==> config.mk <==
export PLATFORM = sky130hd
export DESIGN_NAME = rand_stall_gate
export DESIGN_NICKNAME = d
export VERILOG_FILES = /design/src/rtl/rand_stall_pkg.sv /design/src/rtl/rand_stall_chan.sv /design/src/rtl/rand_stall_gate.sv
export SDC_FILE = /design/constraint.sdc
export NUM_CORES = 1
export LEC_CHECK = 0
export ABC_AREA = 1
export ABC_CLOCK_PERIOD_IN_PS = 200800
export CORE_MARGIN = 10
export CORE_UTILIZATION = 45
export CTS_CLUSTER_SIZE = 25
export DETAILED_ROUTE_END_ITERATION = 8
export GPL_ROUTABILITY_DRIVEN = 0
export REMOVE_ABC_BUFFERS = 1
export SLEW_MARGIN = 20
export SYNTH_ARGS = -nofsm -noshare
export SYNTH_HDL_FRONTEND = slang
export SYNTH_HIERARCHICAL = 1
export SYNTH_SLANG_ARGS = --single-unit
==> constraint.sdc <==
create_clock -name clk_i -period 200.8 [get_ports clk_i]
set_clock_uncertainty 0.1 [all_clocks]
set_input_delay 30.12 -clock clk_i [delete_from_list [all_inputs] [get_ports clk_i]]
set_output_delay 30.12 -clock clk_i [all_outputs]
set_load 0.05 [all_outputs]
==> src/rtl/rand_stall_pkg.sv <==
// Shared types, LFSR step and per-channel seed derivation for the stall gate.
// Latency: n/a (types and pure functions only).
// Backpressure: n/a.
package rand_stall_pkg;

    typedef enum logic [1:0] {
        MODE_BYPASS  = 2'd0,
        MODE_FIXED   = 2'd1,
        MODE_UNIFORM = 2'd2,
        MODE_BURST   = 2'd3
    } mode_e;

    typedef enum logic [1:0] {
        ST_IDLE = 2'd0,
        ST_WAIT = 2'd1,
        ST_OPEN = 2'd2
    } state_e;

    localparam logic [31:0] LFSR_TAPS = 32'h8020_0003;

    // One step of a right-shifting Galois LFSR.
    function automatic logic [31:0] lfsr_next(input logic [31:0] cur);
        return cur[0] ? ((cur >> 1) ^ LFSR_TAPS) : (cur >> 1);
    endfunction

    // Channel seed; an all-zero LFSR would lock up, so it is replaced by 1.
    function automatic logic [31:0] chan_seed(input logic [31:0] base, input int unsigned chan);
        logic [31:0] s;
        s = base ^ chan;
        return (s == 32'h0) ? 32'h1 : s;
    endfunction

endpackage

==> src/rtl/rand_stall_chan.sv <==
// One gated channel: draws a delay per transaction, holds the handshake closed, counts stalls.
// Latency: zero when open (valid/ready pass combinationally); closed for N cycles after each draw.
// Backpressure: downstream ready passes straight through while open; OPEN persists until the handshake(s).
module rand_stall_chan
    import rand_stall_pkg::*;
#(
    parameter int unsigned CntWidth  = 8,
    parameter int unsigned StatWidth = 16,
    parameter int unsigned BurstLen  = 4,
    parameter logic [31:0] Seed      = 32'hACE1_2468
) (
    input  logic                 clk_i,
    input  logic                 rst_ni,
    input  logic [1:0]           mode_i,
    input  logic [CntWidth-1:0]  min_i,
    input  logic [CntWidth-1:0]  max_i,
    input  logic                 clear_i,
    input  logic                 valid_i,
    input  logic                 ready_i,
    output logic                 valid_o,
    output logic                 ready_o,
    output logic                 busy_o,
    output logic [StatWidth-1:0] stall_cnt_o
);

    localparam int unsigned BW = (BurstLen < 2) ? 1 : $clog2(BurstLen + 1);
    localparam logic [BW-1:0] BURST_LAST = BW'(BurstLen);

    state_e                state_q, state_d;
    mode_e                 bmode_q, bmode_d;
    logic [CntWidth-1:0]   cnt_q, cnt_d;
    logic [BW-1:0]         burst_q, burst_d;
    logic [31:0]           lfsr_q, lfsr_d;
    logic [StatWidth-1:0]  stall_q, stall_d;

    logic [CntWidth-1:0]   lo, hi, delay;
    logic [CntWidth:0]     span;
    logic [31:0]           rem;
    logic                  open;

    // Delay candidate from the current LFSR value; span is one bit wider so a full-range window cannot wrap.
    always_comb begin
        lo   = (min_i <= max_i) ? min_i : max_i;
        hi   = (min_i <= max_i) ? max_i : min_i;
        span = {1'b0, hi} - {1'b0, lo} + {{CntWidth{1'b0}}, 1'b1};
        rem  = lfsr_q % 32'(span);
        case (mode_e'(mode_i))
            MODE_BYPASS: delay = '0;
            MODE_FIXED:  delay = min_i;
            default:     delay = lo + CntWidth'(rem);
        endcase
    end

    // Next-state logic and gate opening; mode is latched at the draw and only the latched copy governs OPEN.
    always_comb begin
        state_d = state_q;
        bmode_d = bmode_q;
        cnt_d   = cnt_q;
        burst_d = burst_q;
        lfsr_d  = lfsr_q;
        open    = 1'b0;
        case (state_q)
            ST_IDLE: begin
                if (valid_i && rst_ni) begin
                    lfsr_d  = lfsr_next(lfsr_q);
                    bmode_d = mode_e'(mode_i);
                    if (delay == '0) begin
                        open = 1'b1;
                        if (ready_i) begin
                            if ((mode_e'(mode_i) == MODE_BURST) && (BurstLen > 1)) begin
                                state_d = ST_OPEN;
                                burst_d = BW'(1);
                            end
                        end else begin
                            state_d = ST_OPEN;
                            burst_d = '0;
                        end
                    end else if (delay == CntWidth'(1)) begin
                        state_d = ST_OPEN;
                        burst_d = '0;
                    end else begin
                        state_d = ST_WAIT;
                        cnt_d   = delay - CntWidth'(1);
                    end
                end
            end
            ST_WAIT: begin
                cnt_d = cnt_q - CntWidth'(1);
                if (cnt_q == CntWidth'(1)) begin
                    state_d = ST_OPEN;
                    burst_d = '0;
                end
            end
            ST_OPEN: begin
                open = 1'b1;
                if (valid_i && ready_i) begin
                    if ((bmode_q != MODE_BURST) || ((burst_q + BW'(1)) >= BURST_LAST)) begin
                        state_d = ST_IDLE;
                        burst_d = '0;
                    end else begin
                        burst_d = burst_q + BW'(1);
                    end
                end
            end
            default: state_d = ST_IDLE;
        endcase
    end

    // Saturating stall statistic; clear takes priority over a same-cycle increment.
    always_comb begin
        stall_d = stall_q;
        if (clear_i) begin
            stall_d = '0;
        end else if (valid_i && !open && (stall_q != '1)) begin
            stall_d = stall_q + StatWidth'(1);
        end
    end

    // State registers; reset aborts any wait or window and reseeds the LFSR.
    always_ff @(posedge clk_i or negedge rst_ni) begin
        if (!rst_ni) begin
            state_q <= ST_IDLE;
            bmode_q <= MODE_BYPASS;
            cnt_q   <= '0;
            burst_q <= '0;
            lfsr_q  <= Seed;
            stall_q <= '0;
        end else begin
            state_q <= state_d;
            bmode_q <= bmode_d;
            cnt_q   <= cnt_d;
            burst_q <= burst_d;
            lfsr_q  <= lfsr_d;
            stall_q <= stall_d;
        end
    end

    assign valid_o     = valid_i & open;
    assign ready_o     = ready_i & open;
    assign busy_o      = (state_q != ST_IDLE);
    assign stall_cnt_o = stall_q;

endmodule

==> src/rtl/rand_stall_gate.sv <==
// Multi-channel handshake throttle; one independent rand_stall_chan per channel, shared config.
// Latency: zero added when a channel is open; N closed cycles after each new transaction.
// Backpressure: per-channel ready passes through while open; a stalled window stays open until handshakes complete.
module rand_stall_gate
    import rand_stall_pkg::*;
#(
    parameter int unsigned NumChannels = 1,
    parameter int unsigned CntWidth    = 8,
    parameter int unsigned StatWidth   = 16,
    parameter int unsigned BurstLen    = 4,
    parameter logic [31:0] LfsrSeed    = 32'hACE1_2468
) (
    input  logic                             clk_i,
    input  logic                             rst_ni,
    input  logic [1:0]                       mode_i,
    input  logic [CntWidth-1:0]              min_i,
    input  logic [CntWidth-1:0]              max_i,
    input  logic                             clear_i,
    input  logic [NumChannels-1:0]           valid_i,
    output logic [NumChannels-1:0]           ready_o,
    output logic [NumChannels-1:0]           valid_o,
    input  logic [NumChannels-1:0]           ready_i,
    output logic [NumChannels-1:0]           busy_o,
    output logic [NumChannels*StatWidth-1:0] stall_cnt_o
);

    for (genvar c = 0; c < NumChannels; c++) begin : g_chan
        rand_stall_chan #(
            .CntWidth  (CntWidth),
            .StatWidth (StatWidth),
            .BurstLen  (BurstLen),
            .Seed      (chan_seed(LfsrSeed, c))
        ) u_chan (
            .clk_i       (clk_i),
            .rst_ni      (rst_ni),
            .mode_i      (mode_i),
            .min_i       (min_i),
            .max_i       (max_i),
            .clear_i     (clear_i),
            .valid_i     (valid_i[c]),
            .ready_i     (ready_i[c]),
            .valid_o     (valid_o[c]),
            .ready_o     (ready_o[c]),
            .busy_o      (busy_o[c]),
            .stall_cnt_o (stall_cnt_o[c*StatWidth +: StatWidth])
        );
    end

endmodule

Word level (Yosys, flattened, before mapping)
Cells that the tools add are included.
{"block": "word_totals", "ff_bits": 63, "output_inout_bits": 19}
{"block": "op_classes", "n_addsub": 7, "n_div": 1, "order_cmp": 2, "eq_ne": 16, "mux": 31, "bitwise_logic": 3, "reduce_logical": 17}
{"op": "two-way mux 8 bit", "count": 5}
{"op": "modulo 32 x 9 -> 32 bit", "count": 1}
{"op": "two-way mux 16 bit", "count": 2}
{"op": "two-way mux 32 bit", "count": 1}
{"op": "one-hot mux 8 bit (2 select lines)", "count": 2}
{"op": "two-way mux 3 bit", "count": 8}
{"op": "adder 16 x 1 -> 16 bit (second input constant)", "count": 1}
{"op": "equality test 8 x 1 -> 1 bit (second input constant)", "count": 2}
{"op": "two-way mux 2 bit", "count": 8}
{"op": "!= test 16 bit (second input constant)", "count": 1}
{"op": "subtractor 8 x 1 -> 8 bit (second input constant)", "count": 2}
{"op": "adder 9 x 1 -> 9 bit (second input constant)", "count": 1}
{"op": "one-hot mux 3 bit (3 select lines)", "count": 1}
{"op": "subtractor 8 x 8 -> 9 bit", "count": 1}
{"op": "adder 8 bit", "count": 1}
{"op": "<= comparator 8 bit", "count": 1}
{"op": "logical NOT 8 bit", "count": 1}
{"op": "!= test 2 x 1 -> 1 bit (second input constant)", "count": 4}
{"op": "!= test 2 bit (second input constant)", "count": 3}
{"op": "one-hot mux 2 bit (3 select lines)", "count": 1}
{"op": "AND reduction 6 bit", "count": 1}
{"op": "nonzero test 2 bit", "count": 3}
{"op": "AND reduction 5 bit", "count": 1}
{"op": "equality test 2 x 1 -> 1 bit (second input constant)", "count": 2}
{"op": "other kinds (16)", "count": 23}

Longest topological paths before layout
{"block": "depth", "word_depth": 16, "mapped_depth": 523, "mapped_depth_nobuf": 484}

Least setup slack after synthesis
Ideal clock, no wire load.
{"block": "synth_path", "path_kind": "input to output", "startpoint": "input max_i[2]", "endpoint": "output ready_o", "arrival_time_ps": 98164, "required_ps": 170580, "setup_slack_ps": 72416, "stages": 500, "path_cell_list": "inv_1 > ha_1 > nand2_1 > inv_1 > nand2_1 > nand2_1 > nand2_1 > nand2_2 > nand2_2 > buf_6 > a21oi_1 > o21ai_0 > fa_1 > nand4_1 > o211ai_1 > xnor2_2 > nand2_1 > nor2_2 > [464 not listed] > and2_1 > or2_2 > nand2_1 > a21oi_1 > or2_2 > nand3_1 > o21ai_0 > nor2_1 > inv_1 > nor3_1 > inv_1 > nor2_1 > nand4_1 > inv_2 > nand2_4 > nand2_4 > inv_2 > nor2_1"}
{"block": "synth_between", "elab_chain_len": 12, "elab_cells_between_ends": 13, "classes_between": "3 x add/sub; 1 x div; 1 x order compare; 6 x mux; 1 x bitwise; 1 x reduce/logical"}
{"item": "start, declared", "line": "rand_stall_gate.sv:17", "text": "input logic [CntWidth-1:0] max_i,"}
{"item": "<= comparator 8 bit", "line": "rand_stall_chan.sv:43, rand_stall_chan.sv:44"}
{"item": "two-way mux 8 bit, on equally long branches", "line": "rand_stall_chan.sv:44, rand_stall_chan.sv:43"}
{"item": "subtractor 8 x 8 -> 9 bit", "line": "rand_stall_chan.sv:45", "text": "span = {1'b0, hi} - {1'b0, lo} + {{CntWidth{1'b0}}, 1'b1};"}
{"item": "adder 9 x 1 -> 9 bit", "line": "rand_stall_chan.sv:45"}
{"item": "modulo 32 x 9 -> 32 bit", "line": "rand_stall_chan.sv:46", "text": "rem = lfsr_q % 32'(span);"}
{"item": "adder 8 bit (*)", "line": "rand_stall_chan.sv:50", "text": "default: delay = lo + CntWidth'(rem);"}
{"item": "one-hot mux 8 bit (2 select lines) (*)", "line": "rand_stall_chan.sv:47", "text": "case (mode_e'(mode_i))"}
{"item": "logical NOT 8 bit (*)", "line": "rand_stall_chan.sv:67", "text": "if (delay == '0) begin"}
{"item": "two-way mux 1 bit (*)", "line": "rand_stall_chan.sv:67"}
{"item": "two-way mux 1 bit (*)", "line": "rand_stall_chan.sv:64", "text": "if (valid_i && rst_ni) begin"}
{"item": "one-hot mux 1 bit (2 select lines) (*)", "line": "rand_stall_chan.sv:62", "text": "case (state_q)"}
{"item": "AND 1 bit (*)", "line": "rand_stall_chan.sv:139", "text": "assign ready_o = ready_i & open;"}
{"item": "end, declared", "line": "rand_stall_gate.sv:20", "text": "output logic [NumChannels-1:0] ready_o,"}
Every way passes the cells marked *; elsewhere a longest branch is shown, timed or not.

Final worst setup path
{"block": "layout_path", "startpoint": "input min_i[7]", "endpoint": "output ready_o"}
{"block": "layout_between", "elab_chain_len": 12, "elab_cells_between_ends": 13, "classes_between": "3 x add/sub; 1 x div; 1 x order compare; 6 x mux; 1 x bitwise; 1 x reduce/logical"}
{"item": "start, declared", "line": "rand_stall_gate.sv:16", "text": "input logic [CntWidth-1:0] min_i,"}
{"item": "<= comparator 8 bit", "line": "rand_stall_chan.sv:43, rand_stall_chan.sv:44"}
{"item": "two-way mux 8 bit, on equally long branches", "line": "rand_stall_chan.sv:44, rand_stall_chan.sv:43"}
{"item": "subtractor 8 x 8 -> 9 bit", "line": "rand_stall_chan.sv:45"}
{"item": "adder 9 x 1 -> 9 bit", "line": "rand_stall_chan.sv:45"}
{"item": "modulo 32 x 9 -> 32 bit", "line": "rand_stall_chan.sv:46"}
{"item": "adder 8 bit", "line": "rand_stall_chan.sv:50"}
{"item": "one-hot mux 8 bit (2 select lines) (*)", "line": "rand_stall_chan.sv:47"}
{"item": "logical NOT 8 bit (*)", "line": "rand_stall_chan.sv:67"}
{"item": "two-way mux 1 bit (*)", "line": "rand_stall_chan.sv:67"}
{"item": "two-way mux 1 bit (*)", "line": "rand_stall_chan.sv:64"}
{"item": "one-hot mux 1 bit (2 select lines) (*)", "line": "rand_stall_chan.sv:62"}
{"item": "AND 1 bit (*)", "line": "rand_stall_chan.sv:139"}
Marked as above.

==> metrics.yaml <==
final_nets: 5435
dr.pass1.iters: 6
num_antenna_cells: 0
ys_warn_count: 6
grt_pass1_wl_mm: 152
drive_above_1_share_pct: 15.4
synth-edff-count: 0
htree_num_levels: 3
fillers: 7403
cts_sinks: 63
clock_path_buffers: 2
worstMarginPinSlew_ns: 1.06
drt_wl_total_mm: 94.2
hold_viol: 0
required_ns: 170.58
start_kind: "input pin"
syn_area_per_cell_um2: 6.05
die-area_um2: 80600
synth_area_um2: 31300
synth_ff_type: "dfrtp_1"
ios: 42
synth_largest_area_cell: "nand2_1"
setup_violations: 0
min_period_ns: 140.35
multi_input_area_um2: 25600
place_inst: 6043
worstSetupPathType: "in2out"
pre_cts_ws_ns: 61.23
clkSlewWorstSetupHoldPaths_ns: 0.06
grt_start_max_net_pins: 43
routedWlPerCell_um: 15.5
cts_root_buf: "clkbuf_16"
synth_top_area_share_pct: 15.1
track_usage_pct: 22.3
fin_area_um2: 32300
worstHoldPathType: "reg2reg"
synthDistinctLibCells: 82
regArea_um2: 1590
cts_tree: "yes"
io_buffer_count: 41
grt_overflow: 0
ys_ff_latch: 63
die_y_um: 284
max_stage_delay_ns: 0.84
ant_nets: 0
holdBufCountCts: 0
synth_most_common_cell: "nand2_1"
maxClockFrequency_mhz: 7.12
antenna_found_initial: 2
detailed_place_hpwl_mm: 77.9
first_global_vias: 29600
slowest_stage: "a21oi_1"
critPathMaxFanout: 31
status: "completed"
syn_to_final_growth_pct: 3.06
timing.final.ws_setup_ns: 60.45
crit_path_end_kind: "output pin"
yosysSeqAreaShare_pct: 5.08
core_um2: 68800
via_count: 32500
start_util_pct: 45.5
clkLatencyLatePin_ns: 0.36
drtIter0Drc: 2319
drc: 0
cp.arrival_ns: 110.13
cp_common_cell: "nand2_1"
fin_crit_sh_pct: 69.9
relSlewSlack_pct: 29.1
cts_resized: 0
cts_buffers: 9
dpl_cell_area_um2: 32000
rsz0062_at_grt: "false"
rows: 96
synthArstFlopShare_pct: 100
viasPerCell: 5.36
synthCells: 5174
cts_setup_buffers: 0
final_cells: 6059
drv_slew: 0
ys_top_cells_by_count: "nand2_1 (1,257), inv_1 (708), nor2_1 (416), nand3_1 (379), o21ai_0 (297)"
maxCapViolations: 0
tns_ns: 0
dieWidth_um: 284
synthTopCellsByArea: "nand2_1 (15%), ha_1 (11%), inv_1 (8.5%), nand3_1 (6.1%), nor2_1 (5.0%)"
-- layout by cell type (no fill, tap or decap), types with 24 or more instances in the layout --
| master | Yosys | final |
|---|---|---|
| xor2_1 | 151 | 151 |
| or2_2 | 26 | 26 |
| nor2_4 | 51 | 52 |
| ha_1 | 286 | 286 |
| o21ai_0 | 297 | 297 |
| o21ai_1 | 40 | 40 |
| nor3_1 | 29 | 29 |
| nand4_1 | 165 | 165 |
| nand3_2 | 142 | 142 |
| nand2_2 | 151 | 151 |
| clkdlybuf4s50_1 | 0 | 40 |
| nand3_4 | 41 | 41 |
| a21o_1 | 25 | 25 |
| nand2_4 | 62 | 62 |
| nor2_2 | 94 | 93 |
| nand3b_1 | 24 | 24 |
| xnor2_1 | 90 | 90 |
| nor2_1 | 416 | 416 |
| inv_1 | 708 | 702 |
| o21ai_2 | 36 | 36 |
| a21oi_1 | 242 | 242 |
| dfrtp_1 | 50 | 50 |
| nand3_1 | 379 | 379 |
| inv_2 | 55 | 58 |
| nand2_1 | 1257 | 1257 |
-- worst max-delay path, delay by kind of cell --
kind            cells  cell delay (ns)
buf+inv            74            10.03
simple gates      194            26.99
xor+xnor            1             0.18
compound gates    154            30.63
fa+ha+maj          34            11.86
-- worst paths after layout --
kind,from,to,slack (ns),cells after the start
hold / removal,g_chan[0].u_chan/bmode_q[0]$_DFFE_PN0P_,g_chan[0].u_chan/bmode_q[0]$_DFFE_PN0P_,0.40,2
setup / recovery,min_i[7],ready_o,60.45,457
setup reg to reg,g_chan[0].u_chan/lfsr_q[0]$_DFFE_PN0P_,g_chan[0].u_chan/cnt_q[5]$_DFFE_PN0P_,122.60,444
hold reg to reg,g_chan[0].u_chan/bmode_q[0]$_DFFE_PN0P_,g_chan[0].u_chan/bmode_q[0]$_DFFE_PN0P_,0.40,2
max in group asynchronous,rst_ni,g_chan[0].u_chan/lfsr_q[26]$_DFFE_PN1P_,170.05,2
min in group asynchronous,rst_ni,g_chan[0].u_chan/lfsr_q[1]$_DFFE_PN0P_,29.60,1
-- logic make-up (layout without fill, tap and decap cells) --
| logic type | Yosys count | in the layout | share of synthesized area, % |
|---|---|---|---|
| compound gates | 759 | 759 | 14.0 |
| xor+xnor | 243 | 243 | 6.84 |
| fa+ha+maj | 289 | 289 | 11.6 |
| buf+inv | 922 | 876 | 13.4 |
| flops | 63 | 63 | 5.08 |
| simple gates | 2898 | 2898 | 49.0 |
-- registers in the layout, summed over array words and instances (netlist names) --
signal / count
g_chan.u_chan/bmode_q: 2
g_chan.u_chan/state_q: 2
g_chan.u_chan/stall_cnt_o: 16
g_chan.u_chan/cnt_q: 8
g_chan.u_chan/burst_q: 3
g_chan.u_chan/lfsr_q: 32
-- metal layers --
layer / track usage (%) / routed length, um
met1: 30.4 / 45000
met2: 36.5 / 41500
met3: 2.42 / 5300
met4: 5.73 / 2340
met5: 0 / 25
-- area by class of cell --
cell class	instances	share of cell area (%)
clock inverters	7	0.252
well taps	931	3.61
multi-input cells	4189	79.2
flip-flops and latches	63	4.93
clock buffers	9	0.698
inverters	806	9.77
repair buffers	54	1.57
-- stage by stage --
stage                     hold WS, ns  utilization (%)
after floorplan                 0.345                -
after global placement          0.360             46.5
after detailed placement        0.384             46.5
after CTS                       0.399             46.9
after global routing            0.414             46.9
final                           0.396             46.9
Power is not shown: default switching activity piles up to over one toggle a cycle in this logic, so the estimate is an artifact.
